==> config.mk <==
export PLATFORM = sky130hd
export DESIGN_NAME = fmap_streamer
export DESIGN_NICKNAME = d
export VERILOG_FILES = /design/src/rtl/fmap_pkg.sv /design/src/rtl/fmap_streamer_fifo.sv /design/src/rtl/fmap_streamer.sv
export SDC_FILE = /design/constraint.sdc
export NUM_CORES = 1
export LEC_CHECK = 0
export ABC_AREA = 1
export CAP_MARGIN = 20
export CORE_AREA = 2 2 126 128
export CTS_CLUSTER_DIAMETER = 80
export DETAILED_ROUTE_END_ITERATION = 8
export DIE_AREA = 0 0 128 130
export PLACE_DENSITY = 0.45
export SETUP_SLACK_MARGIN = 0.15
export SKIP_LAST_GASP = 1
export SLEW_MARGIN = 20
export SYNTH_ARGS = -nofsm -noshare
export SYNTH_HDL_FRONTEND = slang
export SYNTH_SLANG_ARGS = --single-unit
export TNS_END_PERCENT = 100
==> constraint.sdc <==
create_clock -name clk -period 2.6 [get_ports clk]
set_input_delay 0.52 -clock clk [delete_from_list [all_inputs] [get_ports clk]]
set_output_delay 0.52 -clock clk [all_outputs]
set_load 0.03 [all_outputs]
==> src/rtl/fmap_pkg.sv <==
// Shared definitions for the feature-map streaming path.
//   state_e  : controller states (IDLE, RUN, DRAIN)
//   requant8 : ReLU + rounding right shift + saturation of a signed 32-bit
//              accumulator word to a non-negative signed 8-bit pixel.
package fmap_pkg;

  typedef enum logic [1:0] {
    IDLE  = 2'd0,
    RUN   = 2'd1,
    DRAIN = 2'd2
  } state_e;

  localparam int ACC_W = 32;
  localparam int PIX_W = 8;

  // 33-bit intermediate: the largest positive word plus the largest rounding
  // constant (2^30) still fits, so the add never wraps.
  function automatic logic signed [PIX_W-1:0] requant8(
    input logic signed [ACC_W-1:0] x,
    input int                      shift
  );
    logic [ACC_W:0] r;
    logic [ACC_W:0] q;
    r = x[ACC_W-1] ? '0 : {1'b0, x};
    if (shift > 0) r = r + ((ACC_W+1)'(1) << (shift - 1));
    q = r >> shift;
    return (q > (ACC_W+1)'(127)) ? 8'sd127 : signed'(q[PIX_W-1:0]);
  endfunction

endpackage

==> src/rtl/fmap_streamer_fifo.sv <==
// stream_fifo: small synchronous FIFO holding requantized pixels.
//   clk, rst_n : clock, asynchronous active-low reset (pointers/count only)
//   clr_i      : synchronous flush
//   push_i     : write din_i (caller guarantees space)
//   pop_i      : drop the head (caller guarantees non-empty)
//   dout_o     : current head
//   count_o    : occupancy
//   empty_o    : occupancy is zero
module stream_fifo #(
  parameter int WIDTH = 8,
  parameter int DEPTH = 3,
  parameter int CW    = $clog2(DEPTH + 1)
) (
  input  logic             clk,
  input  logic             rst_n,
  input  logic             clr_i,
  input  logic             push_i,
  input  logic             pop_i,
  input  logic [WIDTH-1:0] din_i,
  output logic [WIDTH-1:0] dout_o,
  output logic [CW-1:0]    count_o,
  output logic             empty_o
);

  localparam int PW = (DEPTH > 1) ? $clog2(DEPTH) : 1;

  logic [WIDTH-1:0] mem_q [DEPTH];
  logic [PW-1:0]    wr_q, rd_q;
  logic [CW-1:0]    cnt_q;

  // DEPTH need not be a power of two, so pointers wrap explicitly.
  function automatic logic [PW-1:0] bump(input logic [PW-1:0] p);
    return (p == PW'(DEPTH - 1)) ? '0 : p + 1'b1;
  endfunction

  always_ff @(posedge clk or negedge rst_n) begin
    if (!rst_n) begin
      wr_q  <= '0;
      rd_q  <= '0;
      cnt_q <= '0;
    end else if (clr_i) begin
      wr_q  <= '0;
      rd_q  <= '0;
      cnt_q <= '0;
    end else begin
      if (push_i) wr_q <= bump(wr_q);
      if (pop_i)  rd_q <= bump(rd_q);
      case ({push_i, pop_i})
        2'b10:   cnt_q <= cnt_q + 1'b1;
        2'b01:   cnt_q <= cnt_q - 1'b1;
        default: cnt_q <= cnt_q;
      endcase
    end
  end

  // Storage carries no reset; emptiness is tracked by the count alone.
  always_ff @(posedge clk) begin
    if (push_i) mem_q[wr_q] <= din_i;
  end

  assign dout_o  = mem_q[rd_q];
  assign count_o = cnt_q;
  assign empty_o = (cnt_q == '0);

endmodule

==> src/rtl/fmap_streamer.sv <==
// fmap_streamer: reads a MAPSIZE x MAPSIZE map of signed 32-bit accumulator
// words back from BRAM in raster order, requantizes each to a signed 8-bit
// pixel and emits it as a valid/ready stream.
//   clk, rst_n      : clock, asynchronous active-low reset
//   start           : begin a pass (sampled in IDLE only)
//   mem_rd_en       : BRAM read strobe
//   mem_rd_addr     : BRAM read address
//   mem_rd_data     : BRAM data, RD_LATENCY edges after the issuing edge
//   pixel_out       : requantized pixel (FIFO head, 0 when empty)
//   data_valid_out  : pixel_out valid
//   ready_in        : downstream accepts
//   busy            : pass in progress
//   all_done        : one-cycle pulse after the final transfer
module fmap_streamer
  import fmap_pkg::*;
#(
  parameter int MAPSIZE    = 28,
  parameter int RD_LATENCY = 1,
  parameter int SHIFT      = 8
) (
  input  logic                                 clk,
  input  logic                                 rst_n,
  input  logic                                 start,
  output logic                                 mem_rd_en,
  output logic [$clog2(MAPSIZE*MAPSIZE)-1:0]   mem_rd_addr,
  input  logic signed [31:0]                   mem_rd_data,
  output logic signed [7:0]                    pixel_out,
  output logic                                 data_valid_out,
  input  logic                                 ready_in,
  output logic                                 busy,
  output logic                                 all_done
);

  localparam int N     = MAPSIZE * MAPSIZE;
  localparam int AW    = $clog2(N);
  localparam int DEPTH = RD_LATENCY + 2;
  localparam int CW    = $clog2(DEPTH + 1);

  state_e                state_q, state_d;
  logic [AW-1:0]         rd_cnt_q, rd_cnt_d;
  logic [AW-1:0]         xfer_q, xfer_d;
  logic [CW-1:0]         inflight_q, inflight_d;
  logic [RD_LATENCY-1:0] vpipe_q;
  logic                  all_done_q;

  logic [CW-1:0]         fifo_cnt;
  logic                  fifo_empty;
  logic [7:0]            fifo_dout;
  logic                  ret, xfer, last_rd, last_xfer, begin_pass, credit_ok;

  assign ret        = vpipe_q[RD_LATENCY-1];
  assign xfer       = data_valid_out && ready_in;
  assign last_rd    = mem_rd_en && (rd_cnt_q == AW'(N - 1));
  assign last_xfer  = xfer && (xfer_q == AW'(N - 1));
  assign begin_pass = (state_q == IDLE) && start;

  // Reads in flight plus pixels already buffered may never exceed the FIFO
  // depth, so every return has a slot even under full backpressure.
  assign credit_ok  = ({1'b0, inflight_q} + {1'b0, fifo_cnt}) < (CW+1)'(DEPTH);

  // State register
  always_ff @(posedge clk or negedge rst_n) begin
    if (!rst_n) state_q <= IDLE;
    else        state_q <= state_d;
  end

  // Next-state logic
  always_comb begin
    state_d = state_q;
    unique case (state_q)
      IDLE:    if (start) state_d = RUN;
      RUN:     if (last_xfer) state_d = IDLE;
               else if (last_rd) state_d = DRAIN;
      DRAIN:   if (last_xfer) state_d = IDLE;
      default: state_d = IDLE;
    endcase
  end

  // FSM outputs
  always_comb begin
    mem_rd_en = (state_q == RUN) && credit_ok;
    busy      = (state_q != IDLE);
  end

  // Counters: the read counter holds at N-1 so the address never wraps.
  always_comb begin
    rd_cnt_d = rd_cnt_q;
    if (begin_pass)                rd_cnt_d = '0;
    else if (mem_rd_en && !last_rd) rd_cnt_d = rd_cnt_q + 1'b1;

    xfer_d = xfer_q;
    if (begin_pass || last_xfer) xfer_d = '0;
    else if (xfer)               xfer_d = xfer_q + 1'b1;

    case ({mem_rd_en, ret})
      2'b10:   inflight_d = inflight_q + 1'b1;
      2'b01:   inflight_d = inflight_q - 1'b1;
      default: inflight_d = inflight_q;
    endcase
  end

  always_ff @(posedge clk or negedge rst_n) begin
    if (!rst_n) begin
      rd_cnt_q   <= '0;
      xfer_q     <= '0;
      inflight_q <= '0;
      vpipe_q    <= '0;
      all_done_q <= 1'b0;
    end else begin
      rd_cnt_q   <= rd_cnt_d;
      xfer_q     <= xfer_d;
      inflight_q <= inflight_d;
      vpipe_q[0] <= mem_rd_en;
      for (int i = 1; i < RD_LATENCY; i++) vpipe_q[i] <= vpipe_q[i-1];
      all_done_q <= last_xfer;
    end
  end

  stream_fifo #(
    .WIDTH (8),
    .DEPTH (DEPTH),
    .CW    (CW)
  ) u_fifo (
    .clk     (clk),
    .rst_n   (rst_n),
    .clr_i   (begin_pass),
    .push_i  (ret),
    .pop_i   (xfer),
    .din_i   (requant8(mem_rd_data, SHIFT)),
    .dout_o  (fifo_dout),
    .count_o (fifo_cnt),
    .empty_o (fifo_empty)
  );

  assign mem_rd_addr    = rd_cnt_q;
  assign data_valid_out = !fifo_empty;
  // Gate the head so the output reads 0 whenever nothing is buffered.
  assign pixel_out      = fifo_empty ? 8'sd0 : signed'(fifo_dout);
  assign all_done       = all_done_q;

endmodule

==> results.sh <==
export IMPL_cp_end_kind="output pin"
export IMPL_syn_mean_instance_area_um2=7.40
export IMPL_die_x_um=128
export IMPL_post_place_ws_ns=-0.399
export IMPL_cp_data_arrival_time_ns=1.87
export IMPL_clk_latency_ns=0.29
export IMPL_synth_area_um2=3730
export IMPL_place_congestion=0.816
export IMPL_nNetsFinal=657
export IMPL_grt_usage_pct=12.0
export IMPL_slowest_delay_ns=0.47
export IMPL_synth_simple_gate_area_share_pct=37.0
export IMPL_routed_wirelength_um=9550
export IMPL_overflow=0
export IMPL_rsz0062_at_grt="yes"
export IMPL_maxCapViolations=0
export IMPL_comb_power_share_pct=53.1
export IMPL_period_minus_slack_ns=2.39
export IMPL_synth_seq_cells=56
export IMPL_synth_top_family_by_area="simple AND/OR/NAND/NOR gates"
export IMPL_reg2reg_depth=10
export IMPL_cts_tree="done"
export IMPL_die_y_um=130
export IMPL_mostFrequentLayoutCell="nand2_1"
export IMPL_synth_compound_area_share_pct=5.87
export IMPL_cts_root_buf="clkbuf_16"
export IMPL_hpwl_um=7610
export IMPL_coreArea_um2=15400
export IMPL_drcViolationCount=0
export IMPL_drtIter0Drc=129
export IMPL_reg2reg_from="u_fifo.count_o[0]"
export IMPL_layout_common_cells="nand2_1, inv_1, buf_4"
export IMPL_outcome="completed"
export IMPL_clock_sinks=56
export IMPL_cts_clk_slew_worst_paths_ns=0.07
export IMPL_p_sw_share_pct=43.8
export IMPL_detail_route_wl_per_cell_um=11.8
export IMPL_min_path_type="reg -> reg"
export IMPL_setup_violations=0
export IMPL_leakagePower_nw=2.44
export IMPL_cp_start_kind="flip-flop"
export IMPL_grt_pass1_vias=3378
export IMPL_cpMaxStageDelayCell="fa_1"
export IMPL_crit_chain="ha_1, inv_1, fa_1, nor2_1, nor3_4, buf_6"
export IMPL_syn_to_final_growth_pct=37.8
export IMPL_timing_rr_end="inflight_q[1]"
export IMPL_post_route_period_util_pct=91.9
export IMPL_ys_warnings_count=0
export IMPL_min_path_cells=2
export IMPL_ioPinCount=58
export IMPL_num_vias=3433
export IMPL_drive_above_1_share_pct=19.3
export IMPL_grt_max_degree=33
export IMPL_dp_cells=796
export IMPL_cts_max_level=2
export IMPL_stdcell_count=808
export IMPL_power_mw=4.35
export IMPL_syn_inst=504
export IMPL_critPathKind="reg -> out"
export IMPL_io_buffers=50
export IMPL_dr_pass1_iters=4
export IMPL_ir_drop_mv=0.275
export IMPL_synth_main_ff_cell="dfrtp_1"
export IMPL_worstPathMaxFanout=5
export IMPL_fmax_mhz=419
export IMPL_hold_viol_final=0
export IMPL_intPower_mw=2.44
export IMPL_slew_violations=0
export IMPL_p_seq_share_pct=31.9
export IMPL_clock_power_share_pct=15.1
export IMPL_powerDensity_nw_per_um2=846
export IMPL_holdPathEnd="xfer_q[9]"
export IMPL_worst_ep_required_time_ns=2.08
export IMPL_synth_fa_ha_area_share_pct=2.21
export IMPL_holdCritStartpoint="xfer_q[9]"
export IMPL_start_util_pct=24.2
export IMPL_die_area_um2=16600
export IMPL_antenna_found_initial=0
export IMPL_async_reset_ff_share_pct=57.1
export IMPL_p_sw_mw=1.90
export IMPL_r2r_slack_ns=0.27
export IMPL_synth_xor_xnor_area_share_pct=3.29
export IMPL_finClkSkew_ns=0.00577
export IMPL_cts_buffers=5
export IMPL_vias_per_cell=4.25
export IMPL_ys_types=39
export IMPL_grt_pass1_wl_um=16000
export IMPL_synth_edff_count=24
export IMPL_muxShareOfSynthArea_pct=0
export IMPL_seq_area_frac_synth_pct=40.8
export IMPL_antenna_left=0
export IMPL_timing_final_ws_setup_ns=0.211
export IMPL_clock_path_buffers=2
export IMPL_antennaDiodeCount=0
export IMPL_rows=46
what timing repair did:
action	4_1_cts	5_1_grt
gates cloned	1	0
hold buffers	0	0
endpoints found under the setup margin	30	23
gates resized for setup	22	27
pin swaps	11	16
setup buffers	0	3
synthesized netlist by cell type (2+ instances only):
| master | count | share of area [%] |
|---|---|---|
| inv_2 | 4 | 0.40 |
| buf_6 | 2 | 0.60 |
| dfrtp_1 | 32 | 21 |
| o21ai_0 | 18 | 2.4 |
| nor2_1 | 59 | 5.9 |
| clkbuf_1 | 2 | 0.20 |
| xnor2_1 | 4 | 0.94 |
| o31ai_1 | 2 | 0.40 |
| o21ai_1 | 3 | 0.40 |
| ha_1 | 5 | 1.7 |
| buf_2 | 2 | 0.27 |
| inv_1 | 84 | 8.5 |
| nand2_1 | 126 | 13 |
| a21oi_1 | 12 | 1.6 |
| nor3_1 | 14 | 1.9 |
| nand4_1 | 15 | 2.5 |
| nand2_2 | 4 | 0.67 |
| nand3_4 | 3 | 1.4 |
| nor2_2 | 6 | 1.0 |
| nand3_2 | 4 | 1.1 |
| edfxtp_1 | 24 | 19 |
| nand3_1 | 45 | 6.0 |
| nor2_4 | 7 | 2.1 |
| xor2_1 | 10 | 2.3 |
| nor3_2 | 3 | 0.81 |
stage by stage:
stage	util (%)	area [um^2]	hold slack, ns	setup TNS [ns]
floorplan	-	3740	0.224	0
detailed placement	31.5	4860	0.530	-7.60
CTS	32.8	5060	0.545	0
finish	33.3	5140	0.550	0
global route	33.3	5140	0.592	0
global placement	31.5	4860	0.510	-7.01
worst max-delay path by stage:
| stage | end | slack (ns) | from |
|---|---|---|---|
| final | mem_rd_en | 0.21 | u_fifo.count_o[0] |
| after global placement | u_fifo.mem_q[1][1] | -0.36 | mem_rd_data[31] |
| after global routing | mem_rd_en | 0.12 | u_fifo.count_o[0] |
| after floorplan | mem_rd_addr[8] | 0.20 | inflight_q[0] |
| after CTS | mem_rd_en | 0.16 | inflight_q[0] |
| after detailed placement | u_fifo.mem_q[2][4] | -0.40 | mem_rd_data[31] |
final cells by class:
class | count | area, um^2
clock buffer | 5 | 125
clock inverter | 3 | 18.8
fill | 1678 | 10300
inverter | 89 | 347
multi-input combinational | 354 | 1890
sequential | 56 | 1520
tap | 192 | 240
timing repair buffer | 109 | 998
logic make-up after synthesis:
kind of cell               after synthesis
other                                    1
adders and majority gates                6
xor gates and xnor gates                14
AOI/OAI and AO/OA                       40
and+or+nand+nor                        291
DFF                                     56
buffers and inverters                   96
registers in the layout, indices dropped and copies added, names as in the netlist:
signal          cells
u_fifo.mem_q       24
mem_rd_addr        10
xfer_q             10
inflight_q          2
state_q             2
u_fifo.count_o      2
u_fifo.rd_q         2
u_fifo.wr_q         2
all_done            1
ret                 1
power groups by stage:
stage	clock network (mW)	registers, mW	logic [mW]
3_5_place_dp	0	1.41	2.32
6_report	0.656	1.39	2.31
5_1_grt	0.716	1.42	2.59
2_1_floorplan	0	1.48	1.36
3_3_place_gp	0	1.40	2.28
4_1_cts	0.683	1.39	2.26
layer usage:
| layer | share of wire [%] | vias up | track usage, % |
|---|---|---|---|
| li1 | - | 1826 | - |
| met1 | 46 | 1543 | 14.8 |
| met2 | 50 | 57 | 21.9 |
| met3 | 3.4 | 7 | 1.56 |
| met4 | 1.3 | 0 | 3.81 |
| met5 | 0 | - | 0 |
critical path: cells and delay by family (launching register included):
family	cells	cell delay [ns]
buffers and inverters	2	0.22
DFF	1	0.39
adders and majority gates	2	0.63
and+or+nand+nor	2	0.34
(Power assumes the default switching activity.)
